### src/rtl/uart_pkg.sv
// Shared UART definitions: receiver state encoding and baud divisor helper.
// The UART_RX_PARITY_EN build uses the PARITY state; otherwise it is unused.
package uart_pkg;

   typedef enum logic [2:0] {
      IDLE   = 3'd0,
      START  = 3'd1,
      DATA   = 3'd2,
      PARITY = 3'd3,
      STOP   = 3'd4
   } state_t;

   // Integer truncation matches the uart_tx divisor exactly.
   function automatic int clks_per_bit(input int f, input int baud);
      return f / baud;
   endfunction

endpackage

### src/rtl/uart_rx_sync.sv
// Two-flop synchroniser for the async rx line plus falling-edge detect.
// All flops reset to 1, the idle line level.
module uart_rx_sync (
   input  logic clk,
   input  logic rst,
   input  logic rx,
   output logic rx_s,
   output logic start_edge
);

   logic meta;
   logic rx_q;

   always_ff @(posedge clk or posedge rst) begin
      if (rst) begin
         meta <= 1'b1;
         rx_s <= 1'b1;
         rx_q <= 1'b1;
      end else begin
         meta <= rx;
         rx_s <= meta;
         rx_q <= rx_s;
      end
   end

   assign start_edge = rx_q & ~rx_s;

endmodule

### src/rtl/uart_rx.sv
// 8N1 UART receiver with mid-bit sampling and framing error detect.
// Define UART_RX_PARITY_EN to add a parity bit (PARITY_ODD selects sense).
module uart_rx
   import uart_pkg::*;
#(
   parameter int BAUD = 115200,
   parameter int F    = 50000000
`ifdef UART_RX_PARITY_EN
   ,
   parameter bit PARITY_ODD = 1'b0
`endif
) (
   input  logic       clk,
   input  logic       rst,
   input  logic       rx,
   output logic [7:0] data,
   output logic       valid,
   output logic       frame_err,
   output logic       busy,
   output logic       parity_err
);

   localparam int CLKS_PER_BIT = clks_per_bit(F, BAUD);
   localparam int HALF_BIT     = CLKS_PER_BIT / 2;
   localparam int CW           = $clog2(CLKS_PER_BIT);

   localparam logic [CW-1:0] CNT_LAST = CW'(CLKS_PER_BIT - 1);
   localparam logic [CW-1:0] CNT_HALF = CW'(HALF_BIT - 1);

   logic          rx_s;
   logic          start_edge;

   state_t        state, state_n;
   logic [CW-1:0] cnt, cnt_n;
   logic [2:0]    idx, idx_n;
   logic [7:0]    shreg, shreg_n;
   logic [7:0]    data_n;
   logic          valid_n;
   logic          ferr_n;

`ifdef UART_RX_PARITY_EN
   logic          par_bad, par_bad_n;
   logic          perr_n;
`endif

   uart_rx_sync u_sync (
      .clk        (clk),
      .rst        (rst),
      .rx         (rx),
      .rx_s       (rx_s),
      .start_edge (start_edge)
   );

   always_comb begin
      state_n = state;
      idx_n   = idx;
      shreg_n = shreg;
      data_n  = data;
      valid_n = 1'b0;
      ferr_n  = 1'b0;
`ifdef UART_RX_PARITY_EN
      par_bad_n = par_bad;
      perr_n    = 1'b0;
`endif
      unique case (state)
         IDLE: begin
            if (start_edge) state_n = START;
         end
         START: begin
            if (cnt == CNT_HALF) begin
               idx_n   = '0;
               state_n = rx_s ? IDLE : DATA;
            end
         end
         DATA: begin
            if (cnt == CNT_LAST) begin
               shreg_n = {rx_s, shreg[7:1]};
               idx_n   = idx + 3'd1;
               if (idx == 3'd7) begin
`ifdef UART_RX_PARITY_EN
                  state_n = PARITY;
`else
                  state_n = STOP;
`endif
               end
            end
         end
`ifdef UART_RX_PARITY_EN
         PARITY: begin
            if (cnt == CNT_LAST) begin
               par_bad_n = rx_s ^ (^shreg) ^ PARITY_ODD;
               state_n   = STOP;
            end
         end
`endif
         STOP: begin
            // Leave at mid-stop so a back-to-back start edge is caught.
            if (cnt == CNT_LAST) begin
               state_n = IDLE;
               if (!rx_s) begin
                  ferr_n = 1'b1;
`ifdef UART_RX_PARITY_EN
               end else if (par_bad) begin
                  perr_n = 1'b1;
`endif
               end else begin
                  valid_n = 1'b1;
                  data_n  = shreg;
               end
            end
         end
         default: state_n = IDLE;
      endcase

      if (state_n != state || state == IDLE || cnt == CNT_LAST)
         cnt_n = '0;
      else
         cnt_n = cnt + 1'b1;
   end

   always_ff @(posedge clk or posedge rst) begin
      if (rst) begin
         state     <= IDLE;
         cnt       <= '0;
         idx       <= '0;
         shreg     <= '0;
         data      <= '0;
         valid     <= 1'b0;
         frame_err <= 1'b0;
      end else begin
         state     <= state_n;
         cnt       <= cnt_n;
         idx       <= idx_n;
         shreg     <= shreg_n;
         data      <= data_n;
         valid     <= valid_n;
         frame_err <= ferr_n;
      end
   end

`ifdef UART_RX_PARITY_EN
   always_ff @(posedge clk or posedge rst) begin
      if (rst) begin
         par_bad    <= 1'b0;
         parity_err <= 1'b0;
      end else begin
         par_bad    <= par_bad_n;
         parity_err <= perr_n;
      end
   end
`else
   assign parity_err = 1'b0;
`endif

   assign busy = (state != IDLE);

endmodule

### config.mk
export PLATFORM = sky130hd
export DESIGN_NAME = uart_rx
export DESIGN_NICKNAME = d
export VERILOG_FILES = /design/src/rtl/uart_pkg.sv /design/src/rtl/uart_rx_sync.sv /design/src/rtl/uart_rx.sv
export SDC_FILE = /design/constraint.sdc
export NUM_CORES = 1
export LEC_CHECK = 0
export CORE_ASPECT_RATIO = 0.5
export CORE_MARGIN = 4
export CORE_UTILIZATION = 60
export DETAILED_ROUTE_END_ITERATION = 10
export PLACE_DENSITY = 0.83
export RECOVER_POWER = 50
export SYNTH_ARGS = -nofsm -noshare
export SYNTH_HDL_FRONTEND = slang
export SYNTH_SLANG_ARGS = --single-unit
### constraint.sdc
create_clock -name clk -period 2.8 [get_ports clk]
set_input_delay 0.7 -clock clk [delete_from_list [all_inputs] [get_ports clk]]
set_output_delay 0.7 -clock clk [all_outputs]
set_load 0.01 [all_outputs]
After elaboration in Yosys (flattened, before gate mapping) --
Cells that the tools add are included.
Storage, ports and cells: register bits after elaboration 36, bits of input ports 3, output and inout port bits 12, word-level logic and storage cells 48
Cells by class: add/sub/neg operators 2, equal/unequal tests 9, multiplexer cells 17, bitwise gates (word level) 2, reductions and logical operators 8
Operator list (count):
- two-way mux 3 bit | 7
- case mux 3 bit (4 select lines) | 1
- adder 9 x 1 -> 9 bit, second input constant | 1
- equality test 9 x 8 -> 1 bit, second input constant | 1
- equality test 9 bit, second input constant | 1
- two-way mux 9 bit | 1
- equality test 3 bit, second input constant | 2
- two-way mux 1 bit | 6
- case mux 3 bit (2 select lines) | 1
- AND reduction 3 bit | 2
- != test 2 bit, second input constant | 2
- adder 3 x 1 -> 3 bit, second input constant | 1
- equality test 3 x 1 -> 1 bit, second input constant | 1
- equality test 3 x 2 -> 1 bit, second input constant | 1
- logical NOT 3 bit | 1
- != test 3 bit | 1
- nonzero test 3 bit | 1
- logical OR 1 bit | 2
- two-way mux 2 bit | 1
- AND reduction 2 bit | 1
- nonzero test 2 bit | 1
- bitwise AND 1 bit | 1
- inverter 1 bit | 1

Longest topological paths before layout --
Gate-level depths: netlist of the first run.
depth in word-level cells 8, depth in mapped cells 7

Cells and area by module --
Synthesis of the first run repeated with hierarchy kept, for this count alone.
Second synthesis, totals: cell total of the unflattened synthesis 133, area total of the unflattened synthesis 1672.9 um^2
Modules (own cells, without submodules):
- uart_rx | times used 1, cells each 128, area an instance 1576.5 um^2
- uart_rx_sync | times used 1, cells each 5, area an instance 96.3 um^2

Worst setup path after synthesis of the first run --
No wires, ideal clock.
path kind reg-to-reg, from reg cnt[2], to reg shreg[1], data arrival time 1800 ps, data required time 2675 ps, slack 875 ps, stages on the path, launching flop included 5, buffers on the path 1, period minus slack after synthesis 1925 ps, cell sequence dfrtp_1 > or4b_4 > nor4_4 > buf_6 > mux2_2
Between the ends: longest elaborated chain between the ends 2
RTL lines:
- from (decl) | line uart_rx.sv:34 | logic [CW-1:0] cnt, cnt_n;
- from (signal assigned) | line uart_rx.sv:132 | cnt <= cnt_n;
- equality test 9 bit | line uart_rx.sv:76 | if (cnt == CNT_LAST) begin
- AND reduction 2 bit (no source line)
- to (signal assigned) | line uart_rx.sv:134 | shreg <= shreg_n;
- to (decl) | line uart_rx.sv:36 | logic [7:0] shreg, shreg_n;
Every way passes these cells. A chain may end at the register's enable or synchronous reset.

Worst setup path after layout of the first run --
from reg state[2], to out busy
Between the ends: longest elaborated chain between the ends 1
RTL lines:
- from (decl) | line uart_rx.sv:33 | state_t state, state_n;
- from (signal assigned) | line uart_rx.sv:131 | state <= state_n;
- nonzero test 3 bit | line uart_rx.sv:155 | assign busy = (state != IDLE);
- to (decl) | line uart_rx.sv:19 | output logic busy,
Every way passes these cells.

==> results of run 1 <==
-- routing by layer --
| layer | up-vias | GRT usage, % | part of all wire [%] |
|---|---|---|---|
| met3 | 9 | 6.911 | 5.7 |
| li1 | 469 | - | - |
| met5 | - | 0 | 0 |
| met1 | 466 | 18.73 | 44 |
| met2 | 22 | 28.71 | 48 |
| met4 | 0 | 8.754 | 2.4 |
-- worst paths after layout --
kind	cells after the start	end	slack (ps)
worst min-delay path	0	u_sync.rx_s$_DFF_PP1_	360
min in group asynchronous	3	data[4]$_DFFE_PP0P_	1110
max in group asynchronous	3	cnt[0]$_DFF_PP0_	1170
worst max register to register	4	idx[0]$_DFFE_PP0P_	500
worst min register to register	0	u_sync.rx_s$_DFF_PP1_	360
worst max-delay path	2	busy	360
-- synth_stat cells, drive strengths merged --
cell type,instances,area (sq um)
a211o,2,17.52
a21oi,2,10.01
a22o,2,20.02
a2bb2oi,1,8.760
a31oi,1,6.260
buf,4,28.78
clkbuf,1,3.750
conb,1,3.750
dfrtp,33,825.8
dfstp,3,78.83
ha,5,62.56
inv,7,26.28
mux2,17,191.4
nand2,5,18.77
nand2b,1,6.260
nand3,3,15.01
nand4,3,33.78
nand4b,1,8.760
nor2,17,71.32
nor3,4,25.02
nor4,1,21.27
o211ai,1,7.510
o21ai,1,5.000
o31ai,1,7.510
or3,1,6.260
or4b,2,23.77
xnor2,5,43.79
xor2,2,17.52
-- final cells by class --
type                       instances  area, sq um  share of cell area (%)
multi-input combinational         79        620.6                   34.33
sequential                        36        904.6                   50.03
clock inverter                     1        5.005                  0.2768
timing repair buffer              14        135.1                   7.474
inverter                           7        26.28                   1.453
clock buffer                       6        72.57                   4.014
tap                               35        43.79                   2.422
-- stage by stage --
step	hold WS [ps]	total power [uW]	std cells
3_3_place_gp	345.6	751.3	171
3_5_place_dp	347.2	759.0	171
6_report	360.8	1078	178
2_1_floorplan	345.2	721.7	127
4_1_cts	356.9	1094	178
5_1_grt	366.6	1139	178
-- worst max-delay path, delay by kind of cell, from the launching register on --
family	cells	cell delay (ps)
DFF	1	490
buffers and inverters	1	520
and+or+nand+nor	1	440
-- sequential cells by signal, summed over array words and instances, names as in the netlist --
name / cells
state: 3
idx: 3
u_sync.rx_q: 1
cnt: 9
u_sync.rx_s: 1
valid: 1
shreg: 8
frame_err: 1
data: 8
u_sync.meta: 1
-- kinds of logic (layout without fill, tap and decap cells) --
kind of cell / Yosys count / in the layout / synth area share (%)
flip-flops: 36 / 36 / 56.71
AO/OA/AOI/OAI: 11 / 11 / 5.177
AND/OR/NAND/NOR: 38 / 38 / 14.43
other: 1 / 1 / 0.2351
XOR/XNOR: 7 / 7 / 3.843
adder cells (fa/ha/maj): 5 / 5 / 3.922
buffers and inverters: 12 / 28 / 3.687
multiplexers: 17 / 17 / 12.00
-- where the power goes --
group / switching (uW) / internal [uW]
registers: 49.0 / 560
logic: 76.8 / 61.1
clock network: 162 / 169
==> results.py, run 1 <==
metrics = {
    "placement": {
        "port_buffers": 13,
        "dpl_cell_area_sq_um": 1744,
        "pre_cts_ws_ps": 518.0,
        "place_congestion": 0.7929,
        "dp_hpwl_mm": 1.784,
    },
    "clock_network": {
        "numCtsBuffers": 5,
        "root_buffer": "clkbuf_8",
        "clock_sinks": 36,
        "tritoncts": "yes",
        "path_clk_slew_ps": 60,
        "cts_resized": 0,
        "postCtsSetupBuffers": 0,
        "cts.path.max_buffers": 2,
        "htree_num_levels": 2,
        "clkLatencyLatePin_ps": 280,
        "cts_hold_buf": 0,
    },
    "worst_setup_path": {
        "crit_arrival_ps": 1740,
        "start_kind": "flop",
        "crit_fanout": 10,
        "required_ps": 2100,
        "end_kind": "output port",
        "reg2reg_from": "cnt[2]$_DFF_PP0_",
        "crit_type": "reg2out",
        "cp_cell_sequence": "or3_1 -> clkdlybuf4s50_1",
        "crit_start": "state[2]$_DFF_PP0_",
        "slowest_delay_ps": 520,
        "worst_path_max_delay_cell": "clkdlybuf4s50_1",
    },
    "routing": {
        "viasPerCell": 5.427,
        "initialDrtViolationCount": 19,
        "drt_wl_total_mm": 2.516,
        "drc": 0,
        "ant_nets": 0,
        "vias": 966,
        "first_pass_iters": 4,
        "wl_per_cell_um": 14.13,
    },
    "power_and_ir_drop": {
        "vdd_drop_max_v": 0.0004072,
        "leakagePower_uw": 0.0008650,
        "power_density_nw_per_um2": 596.1,
    },
    "die": {
        "core_area_sq_um": 2372,
        "dieHeight_um": 44.46,
        "rows": 12,
        "initial_core_util_pct": 67.25,
        "dieArea_sq_um": 3598,
        "pin_count": 15,
        "die_x_um": 80.92,
    },
    "timing": {
        "final_max_slew_viol_count": 0,
        "finalCritPeriodShare_pct": 87.09,
        "rsz0062_at_grt": "false",
        "worst_pin_slew_ps": 837.6,
        "max_slew_margin_pct": 44.16,
        "clock_skew_ps": 4.663,
        "timing.final.ws_setup_ps": 361.4,
        "min_period_ps": 2439,
        "fmax_mhz": 410.1,
        "fin_tns_setup_ps": 0,
        "timing.final.hold_violations": 0,
        "setup-violations-final": 0,
    },
    "yosys": {
        "ys_warn_count": 0,
        "netlist_instances": 127,
        "syn_area_sq_um": 1595,
        "synth_nets": 135,
        "syn_avg_cell_area_sq_um": 12.56,
        "synth_cell_types": 34,
        "synth_seq_cells": 36,
        "ys_seq_area_share_pct": 56.71,
    },
    "global_route": {
        "antenna_found_initial": 0,
        "track_usage_pct": 16.96,
        "grt_max_degree": 37,
        "first_global_vias": 956,
        "grt_pass1_wl_mm": 4.381,
        "overflow": 0,
    },
    "layout": {
        "fill_cells": 163,
        "drive_gt1_share_pct": 22.38,
        "antenna_cells": 0,
        "nNetsFinal": 151,
        "layout_commonest_cell": "dfrtp_1",
        "fin_area_sq_um": 1808,
        "final_cell_mix": "33 x dfrtp_1, 17 x mux2_2, 17 x nor2_1",
        "post-route-util_pct": 76.21,
        "syn_to_final_growth_pct": 13.33,
    },
    "status": {
        "status": "complete, no violations",
    },
    "run": {
        "maxCapViolations": 0,
    },
    "worst_hold_path": {
        "holdCritStartpoint": "u_sync.meta$_DFF_PP1_",
        "hp-class": "reg2reg",
    },
}
Note: power is estimated with default switching activity, not from simulation.
==> inputs of run 2 (changes only) <==
--- a/config.mk
+++ b/config.mk
@@ -9,6 +9,7 @@
 export CORE_MARGIN = 4
 export CORE_UTILIZATION = 60
 export DETAILED_ROUTE_END_ITERATION = 10
+export HOLD_SLACK_MARGIN = 0.1
 export PLACE_DENSITY = 0.83
 export RECOVER_POWER = 50
 export SYNTH_ARGS = -nofsm -noshare
==> results of run 2 <==
No change in the layout: final DEF, timing and power equal those of run 1.
